## src/rtl/sampler_sequencer.sv

```systemverilog
// Capture controller for the logic-analyser sampler: register programming, capture sequencing
// and a first-word-fall-through output FIFO. Define SAMPLER_SEQ_MUX_EN to add input-mux writes.
module sampler_sequencer #(
  parameter int depth = 16
) (
  input  logic        clk,
  input  logic        rst_n,
  input  logic        cmd_start,
  input  logic        cmd_stop,
  input  logic [31:0] cfg_period,
  input  logic [31:0] cfg_edge_mask,
  input  logic [31:0] cfg_limit,
`ifdef SAMPLER_SEQ_MUX_EN
  input  logic [63:0] cfg_mux,
`endif
  output logic [4:0]  smp_waddr,
  output logic [31:0] smp_wdata,
  output logic        smp_wvalid,
  input  logic [15:0] smp_data,
  input  logic        smp_valid,
  input  logic        smp_overflow,
  output logic [15:0] out_data,
  output logic        out_valid,
  input  logic        out_ready,
  output logic        busy,
  output logic        done,
  output logic [31:0] word_count,
  output logic        fifo_overflow,
  output logic        cmp_overflow
);

  localparam logic [3:0] IDLE       = 4'd0;
  localparam logic [3:0] CFG_PERIOD = 4'd1;
  localparam logic [3:0] CFG_MASK   = 4'd2;
  localparam logic [3:0] CFG_ENABLE = 4'd3;
  localparam logic [3:0] RUN        = 4'd4;
  localparam logic [3:0] STOP_EN    = 4'd5;
  localparam logic [3:0] STOP_MASK  = 4'd6;
  localparam logic [3:0] DRAIN      = 4'd7;
`ifdef SAMPLER_SEQ_MUX_EN
  localparam logic [3:0] CFG_MUX_LO = 4'd8;
  localparam logic [3:0] CFG_MUX_HI = 4'd9;
`endif

  localparam int PtrW = (depth > 1) ? $clog2(depth) : 1;
  localparam int CntW = PtrW + 1;
  localparam logic [CntW-1:0] FullCount = CntW'(depth);

  logic [3:0]      state_q, state_d;
  logic [1:0]      drainCnt_q, drainCnt_d;
  logic            wvalid_q, wvalid_d;
  logic [4:0]      waddr_q, waddr_d;
  logic [31:0]     wdata_q, wdata_d;
  logic            done_q, done_d;
  logic            busy_q;
  logic [31:0]     wordCount_q, wordCount_d;
  logic            fifoOvf_q, fifoOvf_d;
  logic            cmpOvf_q, cmpOvf_d;
  logic            outValid_q;
  logic [15:0]     mem [depth];
  logic [PtrW-1:0] rdPtr_q, wrPtr_q;
  logic [CntW-1:0] count_q, count_d;

  logic busyNow, startNow, limitReached, pop, full, accept, push, dropWord, limitHit;

  assign busyNow      = (state_q != IDLE);
  assign startNow     = (state_q == IDLE) && cmd_start;
  assign limitReached = (cfg_limit != '0) && (wordCount_q >= cfg_limit);
  assign pop          = outValid_q && out_ready;
  assign full         = (count_q == FullCount);
  assign accept       = smp_valid && busyNow && !limitReached;
  // A full FIFO still takes a word when the head leaves in the same cycle.
  assign push         = accept && (!full || pop);
  assign dropWord     = accept && full && !pop;

  always_comb begin
    count_d = count_q;
    case ({push, pop})
      2'b10:   count_d = count_q + CntW'(1);
      2'b01:   count_d = count_q - CntW'(1);
      default: count_d = count_q;
    endcase
  end

  always_comb begin
    wordCount_d = wordCount_q;
    fifoOvf_d   = fifoOvf_q | dropWord;
    cmpOvf_d    = cmpOvf_q | (busyNow & smp_overflow);
    if (startNow) begin
      wordCount_d = '0;
      fifoOvf_d   = 1'b0;
      cmpOvf_d    = 1'b0;
    end else if (push && (wordCount_q != '1)) begin
      wordCount_d = wordCount_q + 32'd1;
    end
  end

  assign limitHit = (cfg_limit != '0) && (wordCount_d >= cfg_limit);

  always_comb begin
    state_d    = state_q;
    drainCnt_d = drainCnt_q;
    wvalid_d   = 1'b0;
    waddr_d    = '0;
    wdata_d    = '0;
    done_d     = 1'b0;
    case (state_q)
      IDLE: if (cmd_start) state_d = CFG_PERIOD;
      CFG_PERIOD: begin
        if (cmd_stop) state_d = STOP_EN;
        else begin
          wvalid_d = 1'b1;
          waddr_d  = 5'h04;
          wdata_d  = cfg_period;
          state_d  = CFG_MASK;
        end
      end
      CFG_MASK: begin
        if (cmd_stop) state_d = STOP_EN;
        else begin
          wvalid_d = 1'b1;
          waddr_d  = 5'h08;
          wdata_d  = cfg_edge_mask;
`ifdef SAMPLER_SEQ_MUX_EN
          state_d  = CFG_MUX_LO;
`else
          state_d  = CFG_ENABLE;
`endif
        end
      end
`ifdef SAMPLER_SEQ_MUX_EN
      CFG_MUX_LO: begin
        if (cmd_stop) state_d = STOP_EN;
        else begin
          wvalid_d = 1'b1;
          waddr_d  = 5'h10;
          wdata_d  = cfg_mux[31:0];
          state_d  = CFG_MUX_HI;
        end
      end
      CFG_MUX_HI: begin
        if (cmd_stop) state_d = STOP_EN;
        else begin
          wvalid_d = 1'b1;
          waddr_d  = 5'h14;
          wdata_d  = cfg_mux[63:32];
          state_d  = CFG_ENABLE;
        end
      end
`endif
      CFG_ENABLE: begin
        if (cmd_stop) state_d = STOP_EN;
        else begin
          wvalid_d = 1'b1;
          waddr_d  = 5'h00;
          wdata_d  = 32'd3;
          state_d  = RUN;
        end
      end
      RUN: if (cmd_stop || limitHit || dropWord) state_d = STOP_EN;
      STOP_EN: begin
        wvalid_d = 1'b1;
        state_d  = STOP_MASK;
      end
      STOP_MASK: begin
        wvalid_d   = 1'b1;
        waddr_d    = 5'h08;
        drainCnt_d = '0;
        state_d    = DRAIN;
      end
      DRAIN: begin
        // Grace period lets the compressor flush tail words before the FIFO-empty exit.
        if (drainCnt_q != 2'd3) drainCnt_d = drainCnt_q + 2'd1;
        else if (count_d == '0) begin
          done_d  = 1'b1;
          state_d = IDLE;
        end
      end
      default: state_d = IDLE;
    endcase
  end

  always_ff @(posedge clk) begin
    if (!rst_n) begin
      state_q     <= IDLE;
      drainCnt_q  <= '0;
      wvalid_q    <= 1'b0;
      waddr_q     <= '0;
      wdata_q     <= '0;
      done_q      <= 1'b0;
      busy_q      <= 1'b0;
      wordCount_q <= '0;
      fifoOvf_q   <= 1'b0;
      cmpOvf_q    <= 1'b0;
      outValid_q  <= 1'b0;
      rdPtr_q     <= '0;
      wrPtr_q     <= '0;
      count_q     <= '0;
    end else begin
      state_q     <= state_d;
      drainCnt_q  <= drainCnt_d;
      wvalid_q    <= wvalid_d;
      waddr_q     <= waddr_d;
      wdata_q     <= wdata_d;
      done_q      <= done_d;
      busy_q      <= (state_d != IDLE);
      wordCount_q <= wordCount_d;
      fifoOvf_q   <= fifoOvf_d;
      cmpOvf_q    <= cmpOvf_d;
      outValid_q  <= (count_d != '0);
      count_q     <= count_d;
      if (push) wrPtr_q <= wrPtr_q + PtrW'(1);
      if (pop)  rdPtr_q <= rdPtr_q + PtrW'(1);
    end
  end

  always_ff @(posedge clk) begin
    if (push) mem[wrPtr_q] <= smp_data;
  end

  assign smp_wvalid    = wvalid_q;
  assign smp_waddr     = waddr_q;
  assign smp_wdata     = wdata_q;
  assign out_data      = mem[rdPtr_q];
  assign out_valid     = outValid_q;
  assign busy          = busy_q;
  assign done          = done_q;
  assign word_count    = wordCount_q;
  assign fifo_overflow = fifoOvf_q;
  assign cmp_overflow  = cmpOvf_q;

endmodule

```

## config.mk

```make
export PLATFORM = sky130hd
export DESIGN_NAME = sampler_sequencer
export DESIGN_NICKNAME = d
export VERILOG_FILES = /design/src/rtl/sampler_sequencer.sv
export SDC_FILE = /design/constraint.sdc
export NUM_CORES = 1
export LEC_CHECK = 0
export CORE_ASPECT_RATIO = 0.8
export CORE_MARGIN = 3
export CORE_UTILIZATION = 45
export CTS_CLUSTER_SIZE = 24
export DETAILED_ROUTE_END_ITERATION = 10
export GPL_ROUTABILITY_DRIVEN = 0
export GPL_TIMING_DRIVEN = 1
export PLACE_DENSITY = 0.75
export SLEW_MARGIN = 20
export SYNTH_ARGS = -nofsm -noshare
export SYNTH_HDL_FRONTEND = slang
export SYNTH_SLANG_ARGS = --single-unit
```

## constraint.sdc

```tcl
create_clock -name clk -period 5.1 [get_ports clk]
set_input_delay 1.275 -clock clk [delete_from_list [all_inputs] [get_ports clk]]
set_output_delay 1.275 -clock clk [all_outputs]
set_load 0.02 [all_outputs]
```

# Word-level counts from Yosys, hierarchy flattened

Memories as Yosys holds them, arrays and structs flattened. A register that Yosys moved wholly into a read port is not among the register bits.
Index checks and enable logic that the tools add are counted.

Register bits after elaboration: 94
Memory bits (writable): 256
Input bits: 119
Word-level logic and storage cells: 96
Memories: 1

Add/subtract/negate cells: 6
$lt $le $gt $ge: 2
Equal/unequal tests: 13
Multiplexer cells: 27
Bitwise gates (word level): 5
Reduce and logical (&&, ||, !) cells: 28

Memory list:

| name | depth | bits a word | rd ports | clocked after Yosys merged registers in | write ports | RTL line | source |
|---|---|---|---|---|---|---|---|
| mem  | 16    | 16          | 1        | 1                                       | 1           | 60       | `logic [15:0] mem [depth];` |

Operators with widths:

| cell                  | number |
|---|---|
| $mux 32               | 4 |
| $pmux 32 s3           | 1 |
| $ge 32x32->1          | 2 |
| $add 32x1->32 const B | 1 |
| $ne 32x32->1 const B  | 1 |
| $pmux 4 s8            | 1 |
| $reduce_bool 32->1    | 1 |
| $mux 4                | 7 |
| $eq 4x3->1 const B    | 4 |
| $pmux 4 s3            | 1 |
| $logic_and 1x1->1     | 10 |
| $pmux 5 s2            | 1 |
| $mux 3                | 3 |
| $add 4x1->4 const B   | 2 |
| $eq 4x2->1 const B    | 2 |
| $reduce_bool 4->1     | 2 |
| $reduce_or 3->1       | 2 |
| $add 5x1->5 const B   | 1 |
| $eq 5x5->1 const B    | 1 |
| $logic_not 5->1       | 1 |
| $mux 1                | 5 |
| $reduce_bool 5->1     | 1 |
| $sub 5x1->5 const B   | 1 |
| $eq 4x1->1 const B    | 1 |
| 16 further kinds      | 25 |

# Longest topological paths before layout

Depth after elaboration: 15
Depth in mapped cells: 20
Depth with buffers taken out: 18

# Least setup slack after synthesis

No wires, ideal clock.

Path type: input to register
From: input port cfg_limit[0]
To: memory mem[3][0], enable pin
Data arrival time: 4.861 ns
Required time: 4.664 ns
Slack: -0.197 ns
Cell stages on the path: 10
Path through: ha_1 > nand2b_1 > a2111o_1 > a31oi_2 > o32ai_2 > nor3_4 > inv_2 > buf_6 > clkbuf_1 > nor4b_1

Word-level cells in the longest chain between the ends: 7

RTL lines:

| what                                                      | RTL line | source |
|---|---|---|
| start, declared                                           | 12       | `input logic [31:0] cfg_limit,` |
| $ge 32x32->1 / $reduce_bool 32->1 (equally long branches) | 68       | `assign limitReached = (cfg_limit != '0) && (wordCount_q >= cfg_limit);` |
| $logic_and 1x1->1 (*)                                     | 68       |  |
| $logic_not 1->1 (*)                                       | 71       | `assign accept = smp_valid && busyNow && !limitReached;` |
| $logic_and 1x1->1 (*)                                     | 71       |  |
| $logic_and 1x1->1 (*)                                     | 73       | `assign push = accept && (!full \|\| pop);` |
| $mux 1 (*)                                                | 218      | `if (push) mem[wrPtr_q] <= smp_data;` |
| $mux 1 (implied by the code) (*)                          | 218      |  |
| end, declared                                             | 60       |  |

Every way passes the cells marked *; elsewhere a longest branch is shown, timed or not.

# Worst setup path after layout

From: input port cfg_limit[11]
To: register state_q[0]

Word-level cells in the longest chain between the ends: 14

RTL lines:

| what                                                      | RTL line | source |
|---|---|---|
| $ge 32x32->1 / $reduce_bool 32->1 (equally long branches) | 68       |  |
| $logic_and 1x1->1 (*)                                     | 68       |  |
| $logic_not 1->1 (*)                                       | 71       |  |
| $logic_and 1x1->1 (*)                                     | 71       |  |
| $logic_and 1x1->1 (*)                                     | 73       |  |
| $logic_and 1x1->1 (*)                                     | 93       | `end else if (push && (wordCount_q != '1)) begin` |
| $mux 32 (*)                                               | 93       |  |
| $mux 32 (*)                                               | 89       | `if (startNow) begin` |
| named net wordCount_d[15]                                 | 56       | `logic [31:0] wordCount_q, wordCount_d;` |
| $ge 32x32->1 (*)                                          | 98       | `assign limitHit = (cfg_limit != '0) && (wordCount_d >= cfg_limit);` |
| $logic_and 1x1->1 (*)                                     | 98       |  |
| $logic_or 1x1->1 (*) (2 in a row)                         | 160      | `RUN: if (cmd_stop \|\| limitHit \|\| dropWord) state_d = STOP_EN;` |
| $mux 4 (*)                                                | 160      |  |
| $pmux 4 s8 (*)                                            | 107      | `case (state_q)` |
| end signal, assigned                                      | 200      | `state_q <= state_d;` |
| end, declared                                             | 49       | `logic [3:0] state_q, state_d;` |

Mark *: on every way through the listed nets, which the timed path passes. The rest lies on a longest branch.
A chain may end at the register's enable or synchronous reset.

==> results.md <==
* Pwr dens at 312 mW/mm²
* Max Fclk at 0.202 GHz
* Crit Reg-Reg Endpoint: state_q[0]$_SDFF_PN0_
* Max-slew headroom at 23.5%
* H-tree depth at 2
* Final period util at 97.2%
* Max incr delay on CP at 0.52 ns
* Core area at approximately 0.034 mm²
* Top delay family on crit path: compound AO/OA/AOI/OAI gates
* Cell Area, Synth at 0.0159 mm²
* Dpl ws at -0.798 ns
* DR iter-0 viols at around 1,100
* # nets final at 1,646
* Slew of the pin with the lowest slew margin at 1.15 ns
* Synth Area in Compound Gates at 8.25%
* Async S/R FF share, synth at 0%
* Vias per inst at 5.81
* Setup Viol. Count Final at 0
* Largest net degree at the start of global routing at 35
* Layout cell share with drive strength beyond 1 at 24.1%
* GR Overflow Total at 0
* Final instance area at around 0.021 mm²
* DRT antenna net count at 0
* Syn Inst Count at 1,138
* CP Max Fanout at 20
* Detailed-route wire length at 43,000 µm
* Max Slew Vio Count at 0
* I/O Pins at 210
* Worst reg2reg startpoint: word_count[3]$_SDFF_PN0_
* Worst Path Required at 5.50 ns
* CTS tree: yes
* Buf/Inv on CP at 6
* Path depth of the worst reg2reg path at 15
* Number of synthesized flops with an enable pin at 256
* Max_cap viols at 0
* Clock buffer depth at 3
* Simple-Gate Fraction of Synth Area at 10.9%
* # DRC at 0
* Post-Synth Adder-Cell Area at 6.03%
* Largest family of logic cells by synthesized area: multiplexers
* First-pass GRT wire length at about 65,000 µm
* Clock-pin slew on the worst setup and hold paths at around 0.060 ns
* I/O Buffers at 206
* CTS Hold Buffers Added at 0
* Tightest Hold Check Type: flip-flop to flip-flop
* Dpl cell area at 0.0193 mm²
* Die width at 216 µm
* Most used cell, CP: buf_12
* Die ar. at 0.0376 mm²
* Sequential fraction of the synthesis area at approximately three fifths
* Critical Path Start: cfg_limit[11]
* CTS sink cnt at roughly 350
* Lkg Pwr at 7.36 nW
* Minimum setup slack among reg-to-reg paths at between 0.6 and 0.7 ns
* Min Tclk post-route at 4.95 ns
* Area Overhead vs Synth at 32.8%
* Synth Area per Inst at 14.0 µm²
* Commonest cells after routing, fill and taps aside: 256 x edfxtp_1, 186 x clkdlybuf4s50_1, 124 x buf_4
* Peak supply drop at 197 µV
* Vias in the first global route at 11,200
* Fin worst setup slack at 0.145 ns
* Seq cells post-synth at 351
* Synth warnings at 0
* CP Launch Type: primary input
* Crit. path cell count at 19
* Crit end category: flip-flop
* Clock Latency Late Sink at 0.54 ns
* CP arrival at 5.36 ns
* Distinct cells, synth at 64
* Critical path type: primary input to flip-flop
* XOR/XNOR Fraction of Synth Area at 0.441%
* Initial antenna violation count at 1
* Mux share of post-synthesis cell area at 11.4%
* First drt pass iteration count at 6
* Initial core utilization at 46.4%
* Core Rows at 60
* Status: finished, final reports clean
* Power, Total at 6.59 mW
* Root Buffer: clkbuf_16
* Worst Setup EP: state_q[0]$_SDFF_PN0_
* Cts bufs inserted at 35
* Critical-path cell list: clkdlybuf4s50_1 -> inv_2 -> ha_4 -> a21oi_2 -> o21ai_2 -> a221oi_4 -> buf_4 -> o32a_1 -> nand2_2 -> buf_6 -> buf_12 -> buf_12 -> or3_1 -> a21oi_1 -> ha_1 -> a211o_1 -> or2_4 -> o31ai_4 -> nand3_1
* Post-DP HPWL at 26,900 µm
* Commonest non-fill, non-tap cell in the layout: edfxtp_1
* Via count at 11,300
* Main synth FF type: edfxtp_1
* Final Hold Fails at 0
* Drt wl/cell at approximately 22 µm
* Die Ht at 174 µm
* Crit path max-delay cell type: clkdlybuf4s50_1
* Clock skew at 0.0267 ns
* Layout Utilization at 61.7%
* Tot GR Track Use at 22.2%
==> state kept, by name, indices dropped and copies added (netlist names), named ones only <==
name	count
mem	256
smp_wdata	32
word_count	32
count_q	5
rdPtr_q	4
state_q	4
wrPtr_q	4
drainCnt_q	2
smp_waddr	2
busy	1
cmp_overflow	1
done	1
fifo_overflow	1
out_valid	1
smp_wvalid	1
==> cell type report <==
cell class,instances,area (µm²)
fillers,2541,13100
flip-flops and latches,351,9590
multi-input cells,684,6420
repair buffers,338,3210
clock buffers,41,898
well taps,465,582
clock inverters,22,251
inverters,41,154
diodes,1,2.50
==> cells by family (layout without fill, tap and decap cells) <==
logic type,after synthesis,after routing
adder cells (fa/ha/maj),76,76
buffers and inverters,106,442
AND/OR/NAND/NOR,302,302
other,1,5
AO/OA/AOI/OAI,213,213
XOR/XNOR,8,8
multiplexers,81,81
flip-flops,351,351
==> worst min-delay path by stage <==
stage / startpoint / to / slack, ns / cells after the start
final: cmp_overflow$_SDFF_PP0_ / cmp_overflow$_SDFF_PP0_ / 0.50 / 2
after global routing: cmp_overflow$_SDFF_PP0_ / cmp_overflow$_SDFF_PP0_ / 0.54 / 2
after CTS: cmp_overflow$_SDFF_PP0_ / cmp_overflow$_SDFF_PP0_ / 0.50 / 2
after detailed placement: fifo_overflow$_SDFF_PP0_ / fifo_overflow$_SDFF_PP0_ / 0.47 / 2
after global placement: cmp_overflow$_SDFF_PP0_ / cmp_overflow$_SDFF_PP0_ / 0.45 / 2
after floorplan: rdPtr_q[1]$_SDFFE_PN0P_ / flip-flop / 0.48 / 2
==> worst reg2reg max path, stage by stage (launching register included) <==
cell and delay [ns]:
dfxtp_1 0.55, and4_1 0.24, buf_4 0.15, nand4_1 0.30, nor4_2 0.83, nand4_1 0.22, or3_4 0.37, a21oi_1 0.20
ha_1 0.18, and4_1 0.21, nand4_1 0.20, nor3_4 0.31, o21ai_2 0.11, nor4_4 0.28, o31ai_4 0.14, nand3_1 0.08
==> metal layers <==
| metal | wire (µm) | track usage, % |
|---|---|---|
| met1 | 17100 | 29.6 |
| met2 | 20800 | 36.3 |
| met3 | 4000 | 5.71 |
| met4 | 1010 | 6.45 |
| met5 | 0 | 0 |
==> power breakdown <==
group | switching [mW] | internal (mW) | total (mW) | leakage (nW)
Sequential | 0.0420 | 3.10 | 3.14 | 3.07
Combinational | 0.395 | 0.476 | 0.871 | 3.75
Clock | 1.10 | 1.48 | 2.58 | 0.543
Total | 1.54 | 5.05 | 6.59 | 7.36
==> timing repair <==
| item | 4_1_cts | 5_1_grt |
|---|---|---|
| endpoints found under the hold margin | 0 | 0 |
| gates resized for setup | 22 | 86 |
| buffers inserted | 8 | 9 |
| cloned | 1 | 0 |
| pin swaps | 15 | 37 |
| setup endpoints to repair | 4 | 5 |
==> cell usage after synthesis (30+ instances only) <==
cell	n	area [µm²]
dfxtp_1	95	1900
inv_1	40	150
nand4_1	30	188
edfxtp_1	256	7690
o21ai_0	44	220
nand2_1	45	169
a21oi_1	84	420
nor2_1	55	206
a22oi_1	30	225
mux4_2	80	1800
ha_1	75	938
clkbuf_1	47	176
==> through the flow <==
step / instances / hold slack [ns] / setup TNS (ns)
finish: 1943 / 0.498 / 0
global route: 1943 / 0.539 / -0.0565
CTS: 1935 / 0.503 / -0.0430
detailed placement: 1863 / 0.470 / -3.26
global placement: 1863 / 0.455 / -2.58
floorplan: 1141 / 0.480 / -4.63
No activity file was read; power rests on OpenSTA's default activity.
